`src/rtl/vga_rom_scheduler.sv`:
```
// rtl/vga_rom_scheduler.sv - VGA timing generator and single-port ROM read scheduler
// Display fetch inside the image window always wins the ROM port; the host gets idle cycles.
module vga_rom_scheduler #(
  parameter int H_TOTAL  = 800,
  parameter int H_ACTIVE = 640,
  parameter int H_FP     = 16,
  parameter int H_SYNC   = 96,
  parameter int V_TOTAL  = 525,
  parameter int V_ACTIVE = 480,
  parameter int V_FP     = 10,
  parameter int V_SYNC   = 2,
  parameter int IMG_X0   = 100,
  parameter int IMG_Y0   = 100,
  parameter int IMG_W    = 200,
  parameter int IMG_H    = 200,
  parameter int ADDR_W   = 16,
  parameter int ROM_LAT  = 1
) (
  input  logic              clk_25M,
  input  logic              reset,
  output logic [9:0]        h_count,
  output logic [9:0]        v_count,
  output logic              enable_V_Counter,
  output logic              hsync,
  output logic              vsync,
  output logic              video_on,
  output logic              win_on,
  output logic [ADDR_W-1:0] rom_addr,
  input  logic              host_req,
  input  logic [ADDR_W-1:0] host_addr,
  output logic              host_gnt,
  output logic              host_rvalid
);

  localparam logic [9:0] H_LAST = 10'(H_TOTAL - 1);
  localparam logic [9:0] H_PRE  = 10'(H_TOTAL - 2);
  localparam logic [9:0] V_LAST = 10'(V_TOTAL - 1);
  localparam logic [9:0] H_VIS  = 10'(H_ACTIVE);
  localparam logic [9:0] V_VIS  = 10'(V_ACTIVE);
  localparam logic [9:0] HS_BEG = 10'(H_ACTIVE + H_FP);
  localparam logic [9:0] HS_END = 10'(H_ACTIVE + H_FP + H_SYNC);
  localparam logic [9:0] VS_BEG = 10'(V_ACTIVE + V_FP);
  localparam logic [9:0] VS_END = 10'(V_ACTIVE + V_FP + V_SYNC);
  localparam logic [9:0] X_BEG  = 10'(IMG_X0);
  localparam logic [9:0] X_END  = 10'(IMG_X0 + IMG_W);
  localparam logic [9:0] Y_BEG  = 10'(IMG_Y0);
  localparam logic [9:0] Y_END  = 10'(IMG_Y0 + IMG_H);

  // Pipe word layout: {gnt, win, vid, vs, hs}; idle value has both syncs inactive-high.
  localparam logic [4:0] PIPE_IDLE = 5'b00011;

  logic              hs_raw;
  logic              vs_raw;
  logic              vid_raw;
  logic              win_raw;
  logic              gnt;
  logic [ADDR_W-1:0] pix_addr;
  logic [4:0]        pipe [ROM_LAT];

  always_ff @(posedge clk_25M or negedge reset) begin
    if (!reset) begin
      h_count          <= 10'd0;
      v_count          <= 10'd0;
      enable_V_Counter <= 1'b0;
    end else begin
      enable_V_Counter <= (h_count == H_PRE);
      if (h_count == H_LAST) begin
        h_count <= 10'd0;
        v_count <= (v_count == V_LAST) ? 10'd0 : v_count + 10'd1;
      end else begin
        h_count <= h_count + 10'd1;
      end
    end
  end

  always_comb begin
    hs_raw  = !((h_count >= HS_BEG) && (h_count < HS_END));
    vs_raw  = !((v_count >= VS_BEG) && (v_count < VS_END));
    vid_raw = (h_count < H_VIS) && (v_count < V_VIS);
    win_raw = (h_count >= X_BEG) && (h_count < X_END) &&
              (v_count >= Y_BEG) && (v_count < Y_END);
  end

  // Raster-order window pixels are consecutive, so a counter replaces (y-Y0)*W+(x-X0).
  always_ff @(posedge clk_25M or negedge reset) begin
    if (!reset) begin
      pix_addr <= '0;
    end else if ((h_count == H_LAST) && (v_count == V_LAST)) begin
      pix_addr <= '0;
    end else if (win_raw) begin
      pix_addr <= pix_addr + 1'b1;
    end
  end

  assign gnt      = reset & host_req & ~win_raw;
  assign host_gnt = gnt;
  assign rom_addr = gnt ? host_addr : pix_addr;

  always_ff @(posedge clk_25M or negedge reset) begin
    if (!reset) begin
      for (int i = 0; i < ROM_LAT; i++) pipe[i] <= PIPE_IDLE;
    end else begin
      pipe[0] <= {gnt, win_raw, vid_raw, vs_raw, hs_raw};
      for (int i = 1; i < ROM_LAT; i++) pipe[i] <= pipe[i-1];
    end
  end

  assign {host_rvalid, win_on, video_on, vsync, hsync} = pipe[ROM_LAT-1];

endmodule

```
`config.mk`:
```
export PLATFORM = sky130hd
export DESIGN_NAME = vga_rom_scheduler
export DESIGN_NICKNAME = d
export VERILOG_FILES = /design/src/rtl/vga_rom_scheduler.sv
export SDC_FILE = /design/constraint.sdc
export NUM_CORES = 1
export LEC_CHECK = 0
export ABC_CLOCK_PERIOD_IN_PS = 6000
export BUFFER_PORTS_ARGS = -buffer_cell sky130_fd_sc_hd__buf_2
export CAP_MARGIN = 20
export CORE_MARGIN = 5
export CORE_UTILIZATION = 57
export DETAILED_ROUTE_END_ITERATION = 8
export PLACE_DENSITY_LB_ADDON = 0.3
export SLEW_MARGIN = 5
export SYNTH_ARGS = -nofsm -noshare
export SYNTH_HDL_FRONTEND = slang
export SYNTH_SLANG_ARGS = --single-unit
```
`constraint.sdc`:
```
create_clock -name clk_25M -period 6 [get_ports clk_25M]
set_input_delay 0.6 -clock clk_25M [delete_from_list [all_inputs] [get_ports clk_25M]]
set_output_delay 0.6 -clock clk_25M [all_outputs]
set_load 0.02 [all_outputs]
```
==> impl_metrics.csv <==
group,metric,value,unit
run_status,outcome,"complete, no violations",
pwr,switching_share,21.6,%
critical_path,worst-path-max-fanout,18,
sta,unrepaired_setup_endpoints_after_global_routing,"no",
sta,worst_slew_pin_slew,0.842,ns
synth,postSynthNetCount,266,
pwr,power.leakage,1.47,nW
die,fp.dieH,75.4,microns
placed_design,dp.final_hpwl,3810,microns
cells_and_area,most_frequent_standard_cell_in_the_layout_excluding_fill_and_tap_cells,"sky130_fd_sc_hd__buf_2",
cells_and_area,n_antenna_cell,0,
pwr,combinationalPowerShare,6.2,%
clocking,clock_path_buffers,2,
detailed_routing,remaining_antenna_violation_count,0,
cells_and_area,final_instance_count_excl_fillers,348,
job,drv_cap,0,
clocking,cts.repair_timing.setup_buffer_count,0,
die,floorplan.core_area,4090,sq um
die,rows,23,
die,die_x,75.4,microns
pwr,p_per_area,185,nW/um^2
critical_path,critPathRequiredTime,5.40,ns
sta,timing.fmax,297,MHz
placed_design,buffer_ports.inserted,61,
clocking,ctsHoldBuffers,0,
placed_design,dpl.cell_count,340,
clocking,worst_skew_pair.late_latency,0.30,ns
sta,post-route-min-period,3.37,ns
clocking,cts_root_buffer,"sky130_fd_sc_hd__clkbuf_8",
global_routing,grt_start_max_net_pins,44,
sta,timing.max_slew.rel_slack,43.9,%
pwr,fin_total_pwr,528,uW
synth,postSynthCellCount,240,
global_routing,grt_pass1_wl,8910,microns
pwr,cellInternalPower,414,uW
pwr,seq_power_share,53.7,%
sta,timing.setup.tns,0,ns
detailed_routing,detail_route.drc_violations,0,
synth,seq_area_frac_synth,43.2,%
synth,async_reset_ff_share,100,%
clocking,cts.clk_slew.worst_paths,0.08,ns
clocking,total_cts_buffers,5,
cells_and_area,final_cell_mix,"sky130_fd_sc_hd__buf_2 (61), sky130_fd_sc_hd__dfrtp_1 (40), sky130_fd_sc_hd__nand2_1 (23), sky130_fd_sc_hd__nor3_1 (15), sky130_fd_sc_hd__nand3_1 (15)",
die,floorplan.io_pins,62,
sta,fin_skew,0.00875,ns
pwr,power.clock.fraction,40.1,%
sta,report.final.slew_viol_count,0,
cells_and_area,synthToLayoutAreaGrowth,16.7,%
clocking,cts_tree,"built",
sta,setup_viol_count_final,0,
synth,synth-warning-count,0,
detailed_routing,dr_iter_0_viols,150,
detailed_routing,first_pass_iters,4,
clocking,cts_htree_levels,2,
detailed_routing,detailroute.via_count,2023,
cells_and_area,post-route-util,69.6,%
placed_design,placement.cell_area,2740,sq um
synth,syn_area_per_cell,10.2,sq um
cells_and_area,finish.instance_area,2850,sq um
synth,synth_edf_count,0,
critical_path,critPathArrivalTime,2.77,ns
global_routing,grt_use_total,20.4,%
sta,timing.final.crit_share,56.2,%
worst_hold_path,holdCritPathClass,"in -> async",
detailed_routing,avgRoutedWirePerCell,15.2,microns
clocking,numClockSinks,42,
global_routing,grt_overflow,0,
global_routing,antenna_found_initial,0,
detailed_routing,routed_wirelength,5290,microns
cells_and_area,design.final.nets,323,
pwr,p_switching,114,uW
critical_path,critical_path.endpoint_type,"primary output",
global_routing,vias_in_the_first_global_route,2007,
detailed_routing,drt-vias-per-instance,5.81,
critical_path,worst-setup-path-type,"reg -> out",
sta,hold_viol_final,0,
synth,synth_seq_cells,42,
cells_and_area,drive_gt1_share,30.9,%
pwr,worst_ir_drop_vdd,139,uV
synth,post_synth_num_cell_types,46,
critical_path,start_kind,"flip-flop",
die,initial_core_util,59.6,%
clocking,post_cts.resized_instances,0,
synth,synth_flop_cell,"sky130_fd_sc_hd__dfrtp_1",
placed_design,routabilityCongestion,0.866,
synth,mappedNetlistArea,2440,sq um
die,dieArea,5680,sq um
-- synthesized netlist by cell type, types with 3 or more instances --
master / instances / area (sq um)
sky130_fd_sc_hd__dfrtp_1: 40 / 1000
sky130_fd_sc_hd__nand2_1: 23 / 86.3
sky130_fd_sc_hd__nand3_1: 15 / 75.1
sky130_fd_sc_hd__nor3_1: 15 / 75.1
sky130_fd_sc_hd__o21ai_0: 11 / 55.1
sky130_fd_sc_hd__and3_1: 10 / 62.6
sky130_fd_sc_hd__mux2_4: 9 / 135
sky130_fd_sc_hd__nor2_1: 9 / 33.8
sky130_fd_sc_hd__inv_1: 8 / 30.0
sky130_fd_sc_hd__xor2_1: 8 / 70.1
sky130_fd_sc_hd__ha_1: 7 / 87.6
sky130_fd_sc_hd__mux2_2: 7 / 78.8
sky130_fd_sc_hd__xnor2_1: 7 / 61.3
sky130_fd_sc_hd__a211o_1: 6 / 52.6
sky130_fd_sc_hd__clkbuf_1: 6 / 22.5
sky130_fd_sc_hd__nand4_1: 6 / 37.5
sky130_fd_sc_hd__a21oi_1: 4 / 20.0
sky130_fd_sc_hd__nand2b_1: 4 / 25.0
sky130_fd_sc_hd__a22o_1: 3 / 26.3
sky130_fd_sc_hd__buf_6: 3 / 33.8
sky130_fd_sc_hd__nor4_1: 3 / 18.8
sky130_fd_sc_hd__o31ai_1: 3 / 22.5
sky130_fd_sc_hd__or3_1: 3 / 18.8
-- worst max-delay path, stage by stage (launching register included) --
cell	delay, ns
sky130_fd_sc_hd__dfrtp_1	0.49
sky130_fd_sc_hd__o311a_1	0.37
sky130_fd_sc_hd__nor3_1	0.12
sky130_fd_sc_hd__or3_1	0.50
sky130_fd_sc_hd__and3_4	0.47
sky130_fd_sc_hd__mux2_2	0.38
sky130_fd_sc_hd__buf_2	0.16
-- layer usage --
layer	global-route usage, %	wire length, microns
met1	24.8	2240
met2	35.3	2610
met5	0	0
met3	4.62	355
met4	7.57	85
-- flip-flops by register name, summed over array words and instances (netlist names) --
name and flops:
v_count 10, enable_V_Counter 1, h_count 10, pix_addr 16, pipe 5
-- cells by family (layout without fill, tap and decap cells) --
group                    after synthesis  after routing  share of synthesized area (%)
AO/OA/AOI/OAI                         36             36                           11.1
multiplexers                          18             18                           9.60
AND/OR/NAND/NOR                      101            101                           22.1
buffers and inverters                 21             79                           4.98
adder cells (fa/ha/maj)                7              7                           3.59
XOR/XNOR                              15             15                           5.39
flip-flops                            42             42                           43.2
-- layout make-up --
cell class,instances,area [sq um]
Clock buffer,8,110
Inverter,8,30.0
Fill cell,331,1240
Tap cell,50,62.6
Multi-Input combinational cell,177,1270
Sequential cell,42,1050
Timing Repair Buffer,63,320
-- worst paths after layout --
| kind | depth (start not counted) | slack (ns) | start | end |
|---|---|---|---|---|
| worst max-delay path | 6 | 2.63 | v_count[2]$_DFFE_PN0P_ | rom_addr[1] |
| worst min-delay path | 2 | 0.36 | reset | pipe[4]$_DFF_PN0_ |
| worst max register to register | 6 | 3.10 | v_count[2]$_DFFE_PN0P_ | pix_addr[9]$_DFFE_PN0P_ |
| worst min register to register | 1 | 0.53 | h_count[0]$_DFF_PN0_ | h_count[0]$_DFF_PN0_ |
| max in group asynchronous | 2 | 5.25 | reset | pipe[1]$_DFF_PN1_ |
| min in group clk_25M | 1 | 0.53 | h_count[0]$_DFF_PN0_ | h_count[0]$_DFF_PN0_ |
-- per-stage QoR --
| step | setup slack, ns | hold slack (ns) |
|---|---|---|
| after detailed placement | 2.91 | 0.517 |
| after CTS | 2.60 | 0.385 |
| after global routing | 2.45 | 0.420 |
| after global placement | 2.96 | 0.506 |
| after floorplan | 3.18 | 0.304 |
| final | 2.63 | 0.361 |
-- power by group through the flow --
stage / clock, mW / combinational [mW] / sequential [mW]
5_1_grt: 0.230 / 0.0360 / 0.283
3_5_place_dp: 0 / 0.0336 / 0.289
6_report: 0.212 / 0.0327 / 0.283
4_1_cts: 0.216 / 0.0337 / 0.283
3_3_place_gp: 0 / 0.0329 / 0.289
2_1_floorplan: 0 / 0.0184 / 0.289
(Power assumes the default switching activity.)
